`config.mk`:
```
export PLATFORM = sky130hd
export DESIGN_NAME = vga_scene_ctrl_flat
export DESIGN_NICKNAME = d
export VERILOG_FILES = /design/src/rtl/vga_scene_ctrl_if.sv /design/src/rtl/vga_scene_ctrl.sv /design/src/flat_wrapper.sv
export SDC_FILE = /design/constraint.sdc
export NUM_CORES = 1
export LEC_CHECK = 0
export ABC_CLOCK_PERIOD_IN_PS = 2009
export CAP_MARGIN = 20
export CELL_PAD_IN_SITES_DETAIL_PLACEMENT = 1
export CELL_PAD_IN_SITES_GLOBAL_PLACEMENT = 1
export CORE_UTILIZATION = 44
export DETAILED_ROUTE_END_ITERATION = 10
export MAX_ROUTING_LAYER = met4
export PLACE_DENSITY = 0.86
export SETUP_SLACK_MARGIN = 0.2
export SYNTH_ARGS = -nofsm -noshare
export SYNTH_HDL_FRONTEND = slang
export SYNTH_HIERARCHICAL = 1
export SYNTH_SLANG_ARGS = --single-unit
```
`constraint.sdc`:
```
create_clock -name clk -period 2.01 [get_ports clk]
set_input_delay 0.402 -clock clk [delete_from_list [all_inputs] [get_ports clk]]
set_output_delay 0.402 -clock clk [all_outputs]
set_load 0.03 [all_outputs]
```
`src/rtl/vga_scene_ctrl_if.sv`:
```
// Scene-controller signal bundle.
//   master: board/timing side; drives keys, auto enable and vsync, and observes the scene outputs.
//   slave : vga_scene_ctrl itself.
// Signals:
//   i_key_next_n, i_key_prev_n : raw active-low push buttons (asynchronous)
//   i_auto_en                  : auto-advance enable (level)
//   i_vs                       : registered VGA vsync, active-low
//   o_scene                    : current picture index
//   o_scene_upd                : one-cycle pulse when o_scene changes
//   o_pending                  : a change request is waiting
interface vga_scene_ctrl_if #(
  parameter int SCENE_W = 2
);
  logic               i_key_next_n;
  logic               i_key_prev_n;
  logic               i_auto_en;
  logic               i_vs;
  logic [SCENE_W-1:0] o_scene;
  logic               o_scene_upd;
  logic               o_pending;

  modport master (
    output i_key_next_n, i_key_prev_n, i_auto_en, i_vs,
    input  o_scene, o_scene_upd, o_pending
  );

  modport slave (
    input  i_key_next_n, i_key_prev_n, i_auto_en, i_vs,
    output o_scene, o_scene_upd, o_pending
  );
endinterface

```
`src/rtl/vga_scene_ctrl.sv`:
```
// Frame-synchronous scene sequencer for the VGA path.
// Debounces next/prev buttons, optionally auto-advances every AUTO_FRAMES
// frames, and applies every picture change only on a vsync falling edge so
// no displayed frame mixes two pictures.
// Ports:
//   clk   : pixel clock (same as the VGA generator)
//   rst_n : asynchronous active-low reset
//   bus   : vga_scene_ctrl_if.slave (keys, auto enable, vsync, scene outputs)

// One key lane: 2-FF synchronizer + debounce + press pulse.
//   key_n : raw active-low key
//   press : one-cycle pulse on a debounced high->low transition
module vga_scene_ctrl_key #(
  parameter int DB_CYCLES = 500000
) (
  input  logic clk,
  input  logic rst_n,
  input  logic key_n,
  output logic press
);
  localparam int CNT_W = $clog2(DB_CYCLES + 1);

  logic [1:0]       sync;
  logic             level;
  logic [CNT_W-1:0] cnt;

  always_ff @(posedge clk or negedge rst_n) begin
    if (!rst_n) begin
      sync  <= 2'b11;
      level <= 1'b1;
      cnt   <= '0;
      press <= 1'b0;
    end else begin
      sync  <= {sync[0], key_n};
      press <= 1'b0;
      // Any sample agreeing with the debounced level restarts the count,
      // so only an unbroken run of DB_CYCLES differing samples flips it.
      if (sync[1] == level) begin
        cnt <= '0;
      end else if (cnt == CNT_W'(DB_CYCLES - 1)) begin
        level <= sync[1];
        cnt   <= '0;
        press <= ~sync[1];
      end else begin
        cnt <= cnt + 1'b1;
      end
    end
  end
endmodule

module vga_scene_ctrl #(
  parameter int NUM_SCENES  = 2,
  parameter int SCENE_W     = 2,
  parameter int DB_CYCLES   = 500000,
  parameter int AUTO_FRAMES = 360,
  parameter int HOLD_FRAMES = 2
) (
  input logic             clk,
  input logic             rst_n,
  vga_scene_ctrl_if.slave bus
);
  localparam int NUM_KEYS = 2;
  localparam int KEY_NEXT = 0;
  localparam int KEY_PREV = 1;
  localparam int AUTO_W   = $clog2(AUTO_FRAMES + 1);
  localparam int HOLD_W   = $clog2(HOLD_FRAMES + 1);
  localparam logic [SCENE_W-1:0] LAST = SCENE_W'(NUM_SCENES - 1);

  typedef enum logic [1:0] {S_IDLE, S_PEND, S_HOLD} state_t;

  state_t state, state_nxt;

  logic [NUM_KEYS-1:0] key_raw;
  logic [NUM_KEYS-1:0] press;
  logic [1:0]          vs_sync;
  logic                vs_d;
  logic                tick;
  logic [AUTO_W-1:0]   auto_cnt;
  logic                auto_tick;
  logic                auto_wrap;
  logic                auto_req;
  logic                req_vld;
  logic                req_prev;   // 1: step backwards, 0: step forwards
  logic [HOLD_W-1:0]   hold_cnt;
  logic                apply;
  logic [SCENE_W-1:0]  scene;
  logic                scene_upd;

  // ---------------- key lanes ----------------
  assign key_raw[KEY_NEXT] = bus.i_key_next_n;
  assign key_raw[KEY_PREV] = bus.i_key_prev_n;

  for (genvar k = 0; k < NUM_KEYS; k++) begin : g_key
    vga_scene_ctrl_key #(.DB_CYCLES(DB_CYCLES)) u_key (
      .clk   (clk),
      .rst_n (rst_n),
      .key_n (key_raw[k]),
      .press (press[k])
    );
  end

  // ---------------- frame tick ----------------
  always_ff @(posedge clk or negedge rst_n) begin
    if (!rst_n) begin
      vs_sync <= 2'b11;
      vs_d    <= 1'b1;
    end else begin
      vs_sync <= {vs_sync[0], bus.i_vs};
      vs_d    <= vs_sync[1];
    end
  end

  assign tick = ~vs_sync[1] & vs_d;

  // ---------------- auto-advance timer ----------------
  // Counts only while idle, so the hold and pending frames stretch the interval.
  assign auto_tick = tick && (state == S_IDLE);
  assign auto_wrap = (auto_cnt == AUTO_W'(AUTO_FRAMES - 1));
  assign auto_req  = bus.i_auto_en && auto_tick && auto_wrap;

  always_ff @(posedge clk or negedge rst_n) begin
    if (!rst_n) begin
      auto_cnt <= '0;
    end else if (!bus.i_auto_en || (|press)) begin
      auto_cnt <= '0;
    end else if (auto_tick) begin
      auto_cnt <= auto_wrap ? '0 : auto_cnt + 1'b1;
    end
  end

  // ---------------- request latch ----------------
  // A new press beats a clear, so a press on the applying tick survives
  // as the next request while the old direction is applied.
  always_ff @(posedge clk or negedge rst_n) begin
    if (!rst_n) begin
      req_vld  <= 1'b0;
      req_prev <= 1'b0;
    end else if (press[KEY_NEXT]) begin
      req_vld  <= 1'b1;
      req_prev <= 1'b0;
    end else if (press[KEY_PREV]) begin
      req_vld  <= 1'b1;
      req_prev <= 1'b1;
    end else if (auto_req) begin
      req_vld  <= 1'b1;
      req_prev <= 1'b0;
    end else if (apply) begin
      req_vld  <= 1'b0;
    end
  end

  // ---------------- sequencing FSM ----------------
  always_ff @(posedge clk or negedge rst_n) begin
    if (!rst_n) state <= S_IDLE;
    else        state <= state_nxt;
  end

  always_comb begin
    state_nxt = state;
    apply     = 1'b0;
    case (state)
      S_IDLE: if (req_vld) state_nxt = S_PEND;
      S_PEND: begin
        if (tick) begin
          apply     = 1'b1;
          state_nxt = S_HOLD;
        end
      end
      S_HOLD: begin
        if (hold_cnt == '0) state_nxt = req_vld ? S_PEND : S_IDLE;
      end
      default: state_nxt = S_IDLE;
    endcase
  end

  always_ff @(posedge clk or negedge rst_n) begin
    if (!rst_n) begin
      hold_cnt <= '0;
    end else if (apply) begin
      hold_cnt <= HOLD_W'(HOLD_FRAMES);
    end else if ((state == S_HOLD) && tick && (hold_cnt != '0)) begin
      hold_cnt <= hold_cnt - 1'b1;
    end
  end

  // ---------------- scene register ----------------
  always_ff @(posedge clk or negedge rst_n) begin
    if (!rst_n) begin
      scene     <= '0;
      scene_upd <= 1'b0;
    end else begin
      scene_upd <= apply;
      if (apply) begin
        if (req_prev) scene <= (scene == '0)  ? LAST : scene - 1'b1;
        else          scene <= (scene == LAST) ? '0  : scene + 1'b1;
      end
    end
  end

  assign bus.o_scene     = scene;
  assign bus.o_scene_upd = scene_upd;
  assign bus.o_pending   = req_vld;
endmodule

```
`src/flat_wrapper.sv`:
```
// flat-port wrapper written by rule: the top's interface ports become plain ports
module vga_scene_ctrl_flat 
#(
  parameter int NUM_SCENES  = 2,
  parameter int SCENE_W     = 2,
  parameter int DB_CYCLES   = 500000,
  parameter int AUTO_FRAMES = 360,
  parameter int HOLD_FRAMES = 2
)
  (clk, rst_n, bus_i_key_next_n, bus_i_key_prev_n, bus_i_auto_en, bus_i_vs, bus_o_scene, bus_o_scene_upd, bus_o_pending);
  vga_scene_ctrl_if #(.SCENE_W(SCENE_W)) bus_i ();
  input logic clk;
  input logic rst_n;
  input wire logic [$bits(bus_i.i_key_next_n)-1:0] bus_i_key_next_n;
  input wire logic [$bits(bus_i.i_key_prev_n)-1:0] bus_i_key_prev_n;
  input wire logic [$bits(bus_i.i_auto_en)-1:0] bus_i_auto_en;
  input wire logic [$bits(bus_i.i_vs)-1:0] bus_i_vs;
  output wire logic [$bits(bus_i.o_scene)-1:0] bus_o_scene;
  output wire logic [$bits(bus_i.o_scene_upd)-1:0] bus_o_scene_upd;
  output wire logic [$bits(bus_i.o_pending)-1:0] bus_o_pending;
  assign bus_i.i_key_next_n = bus_i_key_next_n;
  assign bus_i.i_key_prev_n = bus_i_key_prev_n;
  assign bus_i.i_auto_en = bus_i_auto_en;
  assign bus_i.i_vs = bus_i_vs;
  assign bus_o_scene = bus_i.o_scene;
  assign bus_o_scene_upd = bus_i.o_scene_upd;
  assign bus_o_pending = bus_i.o_pending;
  vga_scene_ctrl #(.NUM_SCENES(NUM_SCENES), .SCENE_W(SCENE_W), .DB_CYCLES(DB_CYCLES), .AUTO_FRAMES(AUTO_FRAMES), .HOLD_FRAMES(HOLD_FRAMES)) u_core (.clk(clk), .rst_n(rst_n), .bus(bus_i));
endmodule
```
==> summary.json <==
{
  "run_status": {
    "status": "complete, no violations"
  },
  "flow_run": {
    "cap_violations": 0
  },
  "cts": {
    "tritoncts.num_buffers": 9,
    "h-tree-depth": 3,
    "cts.reportedPaths.clkPinSlew_ns": 0.08,
    "clk-insertion-delay-late_ns": 0.34,
    "cts_sinks": 67,
    "clockRootBuffer": "clkbuf_8",
    "clock_tree.buffer_depth": 2,
    "cts_tree": "built"
  },
  "timing": {
    "finalSetupViolations": 0,
    "finalMaxSlewViolations": 0,
    "final.period_utilization_pct": 93.8,
    "worst_clock_skew_ns": 0.00938,
    "worstMarginPinSlew_ns": 0.477,
    "clock.fmax_mhz": 530,
    "min_period_ns": 1.89,
    "final_critical_path_setup_slack_ns": 0.125,
    "max_slew_margin_pct": 68.1,
    "total_negative_slack_ns": 0,
    "total_count_of_hold_check_failures_in_the_final_report": 0,
    "setup_repair_after_global_routing_missed_its_margin": "true"
  },
  "critical_path": {
    "cp_data_arrival_time_ns": 2.15,
    "crit_path_start_kind": "flop",
    "critical_path.endpoint_type": "flop",
    "timing.critical_path.required_ns": 2.28,
    "worst-setup-path-type": "flop to flop",
    "cp_max_fo": 2
  },
  "final_layout": {
    "num-nets-final": 368,
    "insertedDiodeCount": 0,
    "drive_gt1_share_pct": 27.3,
    "layout.core_utilization_pct": 56.1,
    "post-route-cell-area_mm2": 0.00404,
    "num-fill-cells": 817,
    "synthToLayoutAreaGrowth_pct": 23.6
  },
  "global_routing": {
    "track_usage_pct": 21.4,
    "wire_length_of_the_first_global_routing_pass_mm": 12.4,
    "number_of_antenna_violations_at_the_first_check_in_global_routing": 0,
    "grt_pass1_vias": 2699,
    "grt_max_degree": 68,
    "globalRoute.totalOverflow": 0
  },
  "synth": {
    "synth_top_cell_area_share_pct": 44.4,
    "synth_ff_type": "dfrtp_1",
    "synthArstFlopShare_pct": 100,
    "netlist_top_cells_count": "58 x dfrtp_1, 46 x nor2_1, 28 x xnor2_1",
    "syn_avg_cell_area_um2": 10.3,
    "syn-cell-area_mm2": 0.00327,
    "yosys.area.top_type": "dfrtp_1",
    "number_of_nets_in_the_synthesized_netlist": 328,
    "postSynthRegisterBits": 67,
    "netlist_instances": 318,
    "synthTopCellsByArea": "dfrtp_1 44%, xnor2_1 7.5%, dfstp_2 7.2%",
    "edff_count_synth": 0,
    "yosysWarnings": 6,
    "portion_of_the_post_synthesis_area_used_by_sequential_elements_pct": 51.6,
    "synthDistinctLibCells": 50,
    "yosys.cell_count.top_type": "dfrtp_1"
  },
  "placement": {
    "port_buffers": 9,
    "routabilityCongestion": 0.794,
    "dpl-instance-area_mm2": 0.00357,
    "hpwlAfterDp_mm": 5.22,
    "place_worst_setup_slack_ns": 0.000530
  },
  "pwr": {
    "netSwitchingFraction_pct": 25.9,
    "power.internal_mw": 2.45,
    "net-switching-power_uw": 856,
    "power_frac_seq_pct": 45.4,
    "finalPower_mw": 3.31,
    "power.density_cell_area_mw_per_mm2": 818,
    "power_frac_comb_pct": 13.9,
    "vdd.ir_drop.worst_v": 0.000305,
    "power_frac_clock_pct": 40.7,
    "power_leakage_nw": 1.58
  },
  "hold_path": {
    "timing.hold.worst.class": "primary input to asynchronous set/reset pin"
  },
  "route": {
    "number_of_nets_still_failing_antenna_checks_after_routing": 0,
    "route.final.wire_length_mm": 8.12,
    "via_count": 2571,
    "first_pass_iters": 5,
    "drt-wirelength-per-cell_um": 17.6,
    "residual_drc": 0,
    "detail_route.vias_per_cell": 5.56,
    "dr.first_iter.drc_count": 148
  },
  "floorplan": {
    "initial_core_util_pct": 45.4,
    "die_w_um": 88.2,
    "fp.dieH_um": 88.2,
    "core_mm2": 0.00721,
    "rows": 31,
    "fp.dieArea_mm2": 0.00778,
    "io-pin-count": 10
  }
}
## final cells by class
cell class	instances	area, um2	share of cell area, %
clock inverter	7	116	2.88
inverter	11	41.3	1.02
sequential	67	1700	42.1
tap	99	124	3.06
timing repair buffer	38	343	8.48
multi-input combinational	231	1590	39.4
clock buffer	9	124	3.06
## metal layers
metal	share of wire [%]	wire length, um	global-route usage (%)
met1	44	3530	24.7
met2	52	4240	37.6
met3	2.5	201	4.66
met4	1.8	148	6.01
met5	0	0	-
## layout by cell type, fill, tap and decap left out, drive strengths merged, types with 4 or more instances in the layout
master,count
nor3,13
dfstp,9
xor2,11
o21ai,4
ha,4
clkdlybuf4s50,6
xnor2,28
nor2,46
nand2,25
dfrtp,58
nand2b,4
clkbuf,10
nand3,15
nor4,6
buf,29
nor4b,5
nand4,22
inv,11
a21oi,8
## metrics by stage
| step | cells | hold WS [ns] |
|---|---|---|
| 6_report | 462 | 0.0639 |
| 5_1_grt | 462 | 0.0962 |
| 4_1_cts | 454 | 0.0861 |
| 3_5_place_dp | 432 | 0.348 |
| 3_3_place_gp | 432 | 0.346 |
| 2_1_floorplan | 318 | 0.106 |
## worst paths after layout
kind,from,endpoint,slack (ns),cells past startpoint
worst max register to register,u_core/vs_d,u_core/auto_cnt[8],0.12,4
min in group clk,u_core/vs_sync[0],u_core/vs_sync[1],0.36,0
max in group asynchronous,rst_n,u_core/g_key[0].u_key/sync[1],1.60,2
worst min-delay path,rst_n,u_core/auto_cnt[3],0.06,2
worst min register to register,u_core/vs_sync[0],u_core/vs_sync[1],0.36,0
worst max-delay path,u_core/vs_d,u_core/auto_cnt[8],0.12,4
## worst max-delay path, stage by stage (launching register included)
cell and delay (ns):
dfstp_2 0.53, or4b_4 0.48, a211o_1 0.30, or4_4 0.43
o211ai_2 0.08
## sequential cells by signal, indices dropped and copies added, names as in the netlist
register                  cells
u_core/vs_sync                2
u_core/req_prev               1
u_core/state                  2
u_core/hold_cnt               2
u_core/bus.o_scene_upd        1
u_core/vs_d                   1
u_core/auto_cnt               9
u_core/g_key.u_key/cnt       38
u_core/g_key.u_key/press      2
u_core/g_key.u_key/sync       4
u_core/bus.o_pending          1
u_core/bus.o_scene            2
u_core/g_key.u_key/level      2
## power groups by stage
stage | clock network, mW | logic, mW | registers, mW
after global placement | 0 | 0.419 | 1.51
after floorplan | 0 | 0.240 | 1.55
after global routing | 1.43 | 0.503 | 1.51
after detailed placement | 0 | 0.451 | 1.52
final | 1.35 | 0.460 | 1.50
after CTS | 1.37 | 0.449 | 1.50
## cell families (layout without fill, tap and decap cells)
logic type / after synthesis / in the layout / share of synthesized area [%]
AND/OR/NAND/NOR: 156 / 156 / 25.4
flip-flops: 67 / 67 / 51.6
XOR/XNOR: 39 / 39 / 10.4
AO/OA/AOI/OAI: 30 / 30 / 7.50
buffers and inverters: 20 / 65 / 2.91
adder cells (fa/ha/maj): 4 / 4 / 1.53
multiplexers: 2 / 2 / 0.688
## what timing repair did
item                       4_1_cts  5_1_grt
buffers inserted                 6        7
gates cloned                     0        1
pin swaps                        3        6
hold buffers                     0        0
gates resized for setup         10       22
setup endpoints to repair       11       42
Power figures use the tool's default switching activity.
==> variant: new RTL, same settings <==
`AUTO_FRAMES` is set to 360 in 2 places; all go to 720.
--- a/src/rtl/vga_scene_ctrl.sv
+++ b/src/rtl/vga_scene_ctrl.sv
@@ -53,5 +53,5 @@
   parameter int SCENE_W     = 2,
   parameter int DB_CYCLES   = 500000,
-  parameter int AUTO_FRAMES = 360,
+  parameter int AUTO_FRAMES = 720,
   parameter int HOLD_FRAMES = 2
 ) (
--- a/src/flat_wrapper.sv
+++ b/src/flat_wrapper.sv
@@ -5,5 +5,5 @@
   parameter int SCENE_W     = 2,
   parameter int DB_CYCLES   = 500000,
-  parameter int AUTO_FRAMES = 360,
+  parameter int AUTO_FRAMES = 720,
   parameter int HOLD_FRAMES = 2
 )
Check against the original RTL: no difference found for any inputs over 10 cycles, from zero or initial values and one cycle with rst_n low; that may be too few to reach the edited logic, so the function may still have changed.
==> variant against the unedited design <==
- cell area is 1.1% higher
- maximum frequency decreased by 1.4%
- core utilization hardly changed
- total power is 7.1% lower
- cell count is 1.9% higher
- routed wire length rose by 16%
- area after synthesis is 1.6% higher
- sequential cell count grew 1
- setup slack worse by 26 ps
- critical endpoint is now u_core/auto_cnt[1]
==> variant: results (changes against the unedited design) <==
status=completed (unchanged); top flop regs=u_core/g_key.u_key/cnt: 38 flops, u_core/auto_cnt: 10 flops, u_core/g_key.u_key/sync: 4 flops (was u_core/g_key.u_key/cnt: 38 flops, u_core/auto_cnt: 9 flops, u_core/g_key.u_key/sync: 4 flops); final WL=9420 um (was 8120 um); met1 Use GR=29.4% (was 24.7%); routed length on met1=4010 um (was 3530 um); vias in the first global route=2852 (was 2699); hold slack=23.7 ps (was 63.9 ps); Clock power frac=36.5% (was 40.7%); Tot GR Track Use=24.5% (was 21.4%); ranking of synthesized cells by area=dfrtp_1, xnor2_1, dfstp_2 (unchanged); first-pass GRT wire length=14000 um (was 12400 um); post-synth top area share=44.4% (about the same); maximum vdd drop=0.486 mV (was 0.305 mV); fillcell total=820 (was 817); critical path's largest stage delay=550 ps (was 530 ps); clk cell area share=4.68% (was 5.94%); reg2reg end=u_core/auto_cnt[1] (was u_core/auto_cnt[8]); first-pass iteration count of the detailed router=4 (was 5); sequential share of cell area=42.4% (was 42.1%); Seq cells post-synth=68 (was 67); Layout Skew=7.74 ps (was 9.38 ps); layout buffer count excluding clock buffers=43 (was 38); actual slew at the worst max-slew pin=586 ps (was 477 ps); CP Max Fanout=8 (was 2); multi-input gates=232 (was 231); share of layout cells above drive strength 1=29.0% (was 27.3%); multiplexer share of the synthesized area=0.677% (was 0.688%); commonest cells in the netlist=dfrtp_1, nor2_1, xnor2_1 (unchanged); pin count of the biggest net entering global routing=26 (was 68); met3 WL post-DR=235 um (was 201 um); Synth Area in Compound Gates=7.79% (was 7.50%); CTS root buffer=clkbuf_8 (unchanged); Syn Nets=331 (was 328); met2 Use GR=39.8% (was 37.6%); # clk buffers=9 (unchanged); Synth Area in Adders=1.50% (was 1.53%); part of the Yosys area used for sequential elements=51.5% (was 51.6%); vias per cell=5.66 (was 5.56); met2 WL post-DR=4860 um (was 4240 um); drt first-iter violations=196 (was 148); leakage=0.00162 uW (was 0.00158 uW); fin nets=377 (was 368); Distinct cells, synth=46 (was 50); DP HPWL=5570 um (was 5220 um); NonClk Buf Share=8.63% (was 8.48%); Comb. pwr=425 uW (was 460 uW); r2r setup slk=100 ps (was 120 ps); M3 GR Usage=4.16% (was 4.66%); inverter count=13 (was 11); fraction of area in multi-input gates=40.0% (was 39.4%); gpl congestion=0.814 (was 0.794); Post-Synth XOR/XNOR Area=11.1% (was 10.4%); sw frac=28.7% (was 25.9%)
-- variant: repair_timing --
item                                    CTS  global route
gates resized for setup                  10            30
pin swaps                                 5             6
endpoints found under the setup margin   18            43
hold buffers                              0             0
buffers inserted                          7            13
-- variant: stage by stage --
step / power, uW / setup slack, ps / cell area, sq um / utilization (%) / cells
floorplan: 1800 / 200 / 3330 / - / 321
global placement: 1920 / 63.1 / 3600 / 49.4 / 435
detailed placement: 1950 / -73.5 / 3600 / 49.4 / 435
CTS: 3070 / 202 / 3870 / 53.1 / 458
global route: 3230 / 129 / 4090 / 56.0 / 471
finish: 3070 / 98.2 / 4090 / 56.0 / 471
-- variant: logic make-up (layout without fill, tap and decap cells) --
logic type,after synthesis,after routing
adder cells (fa/ha/maj),4,4
XOR/XNOR,42,42
AND/OR/NAND/NOR,154,154
multiplexers,2,2
buffers and inverters,21,72
AO/OA/AOI/OAI,30,30
flip-flops,68,68
